**src/rtl/avr_dw_down_if.sv**
```systemverilog
// ---------------------------------------------------------------------------
// avr_dw_down_if
// Handshake bundle for the AVR data-width downsizer.
//   m_data/m_cnt/m_valid/m_ready : wide-beat side (upstream -> block)
//   s_data/s_valid/s_ready       : narrow-beat side (block -> downstream)
//   s_last                       : final narrow slice marker, present only
//                                  when AVR_DW_DOWN_LAST_EN is defined
// Modports:
//   slave  : the downsizer's view
//   master : the environment's view (drives upstream beats, downstream ready)
// ---------------------------------------------------------------------------
interface avr_dw_down_if #(
   parameter int DW_OUT = 64,
   parameter int RATIO  = 4,
   parameter int CW     = 2
);
   logic [DW_OUT*RATIO-1:0] m_data;
   logic [CW-1:0]           m_cnt;
   logic                    m_valid;
   logic                    m_ready;
   logic [DW_OUT-1:0]       s_data;
   logic                    s_valid;
   logic                    s_ready;
`ifdef AVR_DW_DOWN_LAST_EN
   logic                    s_last;

   modport slave  (input  m_data, m_cnt, m_valid, s_ready,
                   output m_ready, s_data, s_valid, s_last);
   modport master (output m_data, m_cnt, m_valid, s_ready,
                   input  m_ready, s_data, s_valid, s_last);
`else
   modport slave  (input  m_data, m_cnt, m_valid, s_ready,
                   output m_ready, s_data, s_valid);
   modport master (output m_data, m_cnt, m_valid, s_ready,
                   input  m_ready, s_data, s_valid);
`endif
endinterface

```
**src/rtl/avr_dw_down.sv**
```systemverilog
// ---------------------------------------------------------------------------
// avr_dw_down
// AVR-handshake data-width downsizer. Accepts one wide beat of RATIO*DW_OUT
// bits and emits m_cnt+1 (clamped to RATIO) narrow beats of DW_OUT bits,
// least-significant slice first. Back-to-back wide beats are accepted on the
// cycle the previous beat's last slice transfers, so there is no bubble.
//
// Ports:
//   clk    : clock, rising edge
//   rst_n  : asynchronous active-low reset
//   bus    : avr_dw_down_if.slave
//            m_data/m_cnt/m_valid in, m_ready out   (wide side)
//            s_data/s_valid out, s_ready in         (narrow side)
//            s_last out (only with AVR_DW_DOWN_LAST_EN)
//
// Optional feature macro: AVR_DW_DOWN_LAST_EN adds s_last, high alongside
// s_valid on the final narrow slice of each wide beat.
//
// The only combinational path to an output is s_ready -> m_ready; s_data and
// s_valid come straight from registers.
// ---------------------------------------------------------------------------
module avr_dw_down #(
   parameter int DW_OUT = 64,
   parameter int RATIO  = 4,
   parameter int CW     = 2
) (
   input  logic           clk,
   input  logic           rst_n,
   avr_dw_down_if.slave   bus
);
   localparam int DW_IN = DW_OUT * RATIO;

   typedef enum logic {S_IDLE, S_SEND} state_t;

   state_t            r_state;
   logic [DW_IN-1:0]  r_hold;
   logic [CW-1:0]     r_idx;
   logic [CW-1:0]     r_lst;
   logic [DW_OUT-1:0] r_sdata;
   logic              r_svalid;

   logic              w_at_last;
   logic              w_m_ready;
   logic              w_m_xfer;
   logic              w_s_xfer;
   logic [CW-1:0]     w_idx_nxt;
   logic [CW-1:0]     w_lst_in;

   // Mux one DW_OUT slice out of a wide word; indices at or above RATIO
   // select nothing (they cannot occur since lst is clamped).
   function automatic logic [DW_OUT-1:0] f_slice(input logic [DW_IN-1:0] w,
                                                 input logic [CW-1:0]    k);
      logic [DW_OUT-1:0] r;
      r = '0;
      for (int i = 0; i < RATIO; i++)
         if (int'(k) == i) r = w[i*DW_OUT +: DW_OUT];
      return r;
   endfunction

   // Out-of-range counts clamp to the last slice; for RATIO=1 this forces 0.
   function automatic logic [CW-1:0] f_clamp(input logic [CW-1:0] c);
      return (int'(c) > RATIO - 1) ? CW'(RATIO - 1) : c;
   endfunction

   assign w_at_last = (r_idx == r_lst);
   assign w_idx_nxt = r_idx + CW'(1);
   assign w_lst_in  = f_clamp(bus.m_cnt);

   // Ready in IDLE, or when the last slice is leaving this cycle.
   assign w_m_ready = (r_state == S_IDLE) | (bus.s_ready & w_at_last);
   assign w_m_xfer  = bus.m_valid & w_m_ready;
   assign w_s_xfer  = r_svalid & bus.s_ready;

   always_ff @(posedge clk or negedge rst_n) begin
      if (!rst_n) begin
         r_state  <= S_IDLE;
         r_hold   <= '0;
         r_idx    <= '0;
         r_lst    <= '0;
         r_sdata  <= '0;
         r_svalid <= 1'b0;
      end else begin
         case (r_state)
            S_IDLE: begin
               if (w_m_xfer) begin
                  r_hold   <= bus.m_data;
                  r_lst    <= w_lst_in;
                  r_idx    <= '0;
                  r_sdata  <= bus.m_data[DW_OUT-1:0];
                  r_svalid <= 1'b1;
                  r_state  <= S_SEND;
               end
            end
            S_SEND: begin
               if (w_s_xfer) begin
                  if (!w_at_last) begin
                     r_idx   <= w_idx_nxt;
                     r_sdata <= f_slice(r_hold, w_idx_nxt);
                  end else if (bus.m_valid) begin
                     // Last slice leaving and a new wide beat waiting:
                     // reload in the same cycle for zero-bubble streaming.
                     r_hold   <= bus.m_data;
                     r_lst    <= w_lst_in;
                     r_idx    <= '0;
                     r_sdata  <= bus.m_data[DW_OUT-1:0];
                  end else begin
                     r_svalid <= 1'b0;
                     r_state  <= S_IDLE;
                  end
               end
            end
            default: begin
               r_state  <= S_IDLE;
               r_svalid <= 1'b0;
            end
         endcase
      end
   end

   assign bus.m_ready = w_m_ready;
   assign bus.s_data  = r_sdata;
   assign bus.s_valid = r_svalid;

`ifdef AVR_DW_DOWN_LAST_EN
   // idx, lst and s_valid are all registers, so this changes only on the
   // same edges as s_data and resets to 0 with s_valid.
   assign bus.s_last = r_svalid & w_at_last;
`endif

endmodule
```
**src/flat_wrapper.sv**
```systemverilog
// flat-port wrapper written by rule: the top's interface ports become plain ports
module avr_dw_down_flat 
#(
   parameter int DW_OUT = 64,
   parameter int RATIO  = 4,
   parameter int CW     = 2
)
  (clk, rst_n, bus_m_data, bus_m_cnt, bus_m_valid, bus_s_ready, bus_m_ready, bus_s_data, bus_s_valid);
  avr_dw_down_if #(.DW_OUT(DW_OUT), .RATIO(RATIO), .CW(CW)) bus_i ();
  input  logic clk;
  input  logic rst_n;
  input wire logic [$bits(bus_i.m_data)-1:0] bus_m_data;
  input wire logic [$bits(bus_i.m_cnt)-1:0] bus_m_cnt;
  input wire logic [$bits(bus_i.m_valid)-1:0] bus_m_valid;
  input wire logic [$bits(bus_i.s_ready)-1:0] bus_s_ready;
  output wire logic [$bits(bus_i.m_ready)-1:0] bus_m_ready;
  output wire logic [$bits(bus_i.s_data)-1:0] bus_s_data;
  output wire logic [$bits(bus_i.s_valid)-1:0] bus_s_valid;
  assign bus_i.m_data = bus_m_data;
  assign bus_i.m_cnt = bus_m_cnt;
  assign bus_i.m_valid = bus_m_valid;
  assign bus_i.s_ready = bus_s_ready;
  assign bus_m_ready = bus_i.m_ready;
  assign bus_s_data = bus_i.s_data;
  assign bus_s_valid = bus_i.s_valid;
  avr_dw_down #(.DW_OUT(DW_OUT), .RATIO(RATIO), .CW(CW)) u_core (.clk(clk), .rst_n(rst_n), .bus(bus_i));
endmodule
```
**config.mk**
```make
export PLATFORM = sky130hd
export DESIGN_NAME = avr_dw_down_flat
export DESIGN_NICKNAME = d
export VERILOG_FILES = /design/src/rtl/avr_dw_down_if.sv /design/src/rtl/avr_dw_down.sv /design/src/flat_wrapper.sv
export SDC_FILE = /design/constraint.sdc
export NUM_CORES = 1
export LEC_CHECK = 0
export CAP_MARGIN = 20
export CORE_MARGIN = 3
export CORE_UTILIZATION = 50
export DETAILED_ROUTE_END_ITERATION = 10
export GPL_TIMING_DRIVEN = 0
export PLACE_DENSITY = 0.86
export SLEW_MARGIN = 10
export SYNTH_ARGS = -nofsm -noshare
export SYNTH_HDL_FRONTEND = slang
export SYNTH_SLANG_ARGS = --single-unit
```
**constraint.sdc**
```tcl
create_clock -name clk -period 2.32 [get_ports clk]
set_input_delay 0.232 -clock clk [delete_from_list [all_inputs] [get_ports clk]]
set_output_delay 0.232 -clock clk [all_outputs]
set_load 0.01 [all_outputs]
```
==> results.toml <==
[worst_setup_path]
crit_slowest_cell = "or2_2"
path_class = "reg2reg"
end_kind = "register"
r2r_slack_ns = 0.09
worst_path_largest_cell_delay_ns = 0.47
crit_path_start_kind = "register"
crit_chain = "inv_1 -> ha_1 -> or2_2 -> clkbuf_1 -> a221oi_1 -> o22ai_1"
reg2reg_to = "u_core.bus.s_data[48]"
cp_max_fo = 10
rr_worst_depth = 6
worstPathRequired_ns = 2.68
reg2reg_from = "u_core.r_idx[1]"
arrival_ns = 2.59

[cells_and_area]
post-route-util = 0.705
fillers = 1803
fin_nets = 1591
layoutNonFillerInstCount = 1728
drive_gt1_frac = 0.288
syn_to_final_growth_pct = 37.0

[timing]
slew_viol_final = 0
period_share = 0.961
slew-limit-headroom = 0.568
report.final.hold_viol_count = 0
tightest_slew_ns = 0.648
setup_viol_count_final = 0
holdWs_ns = 0.158
max_freq_mhz = 448
fin_crit_ns = 2.23
finClkSkew_ns = 0.0100

[clock_network]
cts.sink_count = 326
insertion_delay_ns = 0.50
htree_levels = 2
numCtsBuffers = 36
cts_setup_buffers = 0
cts-root-buf = "clkbuf_16"
clk_pin_slew_ns = 0.06
cts_tree = "yes"
cts_max_path_buffers = 3

[placement]
port_buffers = 326
gp_congestion = 0.849
hpwl_mm = 28.3
dp.cells = 1659

[global_route]
gr-total-overflow = 0
track_usage = 0.264
grt_max_degree = 114
antenna_found_initial = 6
grt_first_pass_wirelength_mm = 63.1
met1_usage = 0.344
met2_usage = 0.442
grt_pass1_vias = 11100
grt.busiest_layer = "met2"
grt_util_met3 = 0.0404

[floorplanning]
chipHeight_um = 173
io_pins = 328
die_w_um = 173
die_area_um2 = 30000
core_area_um2 = 27200
start_util = 0.514
num_rows = 60

[logic_synthesis]
avgSynthCellArea_um2 = 14.6
ys_seq_area_frac = 0.584
syn-instance-count = 958
synth_commonest_cells = "dfrtp_1, mux2_2, mux2i_1"
yosysTopAreaCell = "dfrtp_1"
ys_top_cells_by_area = "dfrtp_1, mux2_2, mux2i_1, a221oi_1, o221ai_1"
syn_area_um2 = 14000
synth.top_cell.area_share = 0.584
synth_edf_count = 0
synthArstFlopShare = 1.00
ys_warn_count = 0
yosysMostFrequentCell = "dfrtp_1"
synth_cell_types = 29
synth_fp_nets = 1224
ys.flop_type = "dfrtp_1"
ys_ff_latch = 326

[drt]
drc_errors = 0
avgRoutedWirePerCell_um = 23.4
vias_per_cell = 5.96
dr.pass1.iters = 5
vias = 10300
initialDrtViolationCount = 597
final_antenna_net_count = 0
finalWirelength_mm = 40.4

[run_status]
status = "finished clean"

[power_and_ir_drop]
p_leak_nw = 8.43
p_per_area_nw_per_um2 = 1320
irDropWorstVdd_mv = 0.722
total_power_w = 0.0254

[min_path]
hold_depth = 2
min_path_type = "in2reg"
min-delay-start = "bus_m_valid"
hold_end = "u_core.r_state"

[flow_run]
maxCapViolCount = 0
==> state kept, by name (all words and copies together) (netlist names) <==
signal              cells
u_core.r_lst            2
u_core.r_state          1
u_core.bus.s_valid      1
u_core.r_idx            2
u_core.bus.s_data      64
u_core.r_hold         256
==> through the flow <==
step | setup TNS (ns) | instance area [µm²] | setup WS, ns
finish | 0 | 19200 | 0.0901
global route | -0.00527 | 19200 | -0.00527
CTS | 0 | 19100 | 0.00536
detailed placement | -10.72 | 17800 | -0.234
global placement | -4152.80 | 17700 | -12.73
floorplan | 0 | 14000 | 0.522
==> worst max-delay path: cells and delay by family, from the launching register on <==
kind	cells	cell delay (ns)
fa+ha+maj	1	0.24
buf+inv	2	0.39
simple gates	1	0.47
compound gates	2	0.53
flops	1	0.46
==> worst max path at each step <==
stage,start,to,cells past startpoint,slack (ns)
3_5_place_dp,bus_s_ready,u_core.bus.s_data[27],6,-0.23
2_1_floorplan,u_core.r_idx[0],u_core.bus.s_data[0],7,0.52
6_report,u_core.r_idx[1],u_core.bus.s_data[48],6,0.09
5_1_grt,u_core.r_idx[1],u_core.bus.s_data[48],6,-0.005
3_3_place_gp,rst_n,u_core.r_hold[208],1,-12.73
4_1_cts,u_core.r_idx[0],u_core.bus.s_data[40],7,0.005
==> kinds of logic after synthesis <==
logic type / count (synthesis) / share of synthesized area
flops: 326 / 0.584
mux: 323 / 0.254
simple gates: 14 / 0.00501
compound gates: 202 / 0.114
fa+ha+maj: 4 / 0.00358
buf+inv: 87 / 0.0378
xor+xnor: 2 / 0.00125
==> where the power goes <==
group	internal, W	total (W)	switching (W)
Clock	0.00387	0.00612	0.00225
Sequential	0.00850	0.0101	0.00164
Combinational	0.00492	0.00909	0.00417
==> metal layers <==
| metal | part of all wire | vias up |
|---|---|---|
| met5 | 0 | - |
| met3 | 0.053 | 99 |
| met4 | 0.042 | 0 |
| li1 | - | 4454 |
| met2 | 0.49 | 437 |
| met1 | 0.41 | 5312 |
==> cell usage in the layout, fill, tap and decap left out, types with 2 or more instances in the layout <==
cell,count
a221oi_1,63
clkinv_2,5
dfrtp_1,326
clkbuf_1,28
buf_6,24
buf_4,2
ha_1,4
clkbuf_8,9
o21ai_0,4
nand3_1,2
bufinv_16,6
inv_1,4
o221ai_1,62
nor2b_1,2
nand2_1,5
a21oi_1,3
clkdlybuf4s50_1,324
diode_2,6
mux2i_1,64
clkbuf_16,37
buf_2,13
o22ai_1,63
xnor2_2,2
clkbuf_2,19
mux2_2,259
buf_16,3
==> cell type report <==
cell class | instances | area, µm² | share of cell area
Clock inverter | 12 | 214 | 0.0112
Buffer | 81 | 532 | 0.0278
Tap cell | 372 | 465 | 0.0243
Sequential cell | 326 | 8160 | 0.426
Multi-Input combinational cell | 545 | 5320 | 0.278
Antenna cell | 6 | 15.0 | 0.000784
Clock buffer | 51 | 1070 | 0.0558
Timing Repair Buffer | 330 | 3360 | 0.175
Inverter | 5 | 18.8 | 0.000980
==> repair_timing <==
action,in CTS,in global routing
endpoints found under the hold margin,58,0
hold buffers,1,0
gates resized for setup,8,36
endpoints found under the setup margin,56,55
Note: power is estimated with default switching activity, not from simulation.
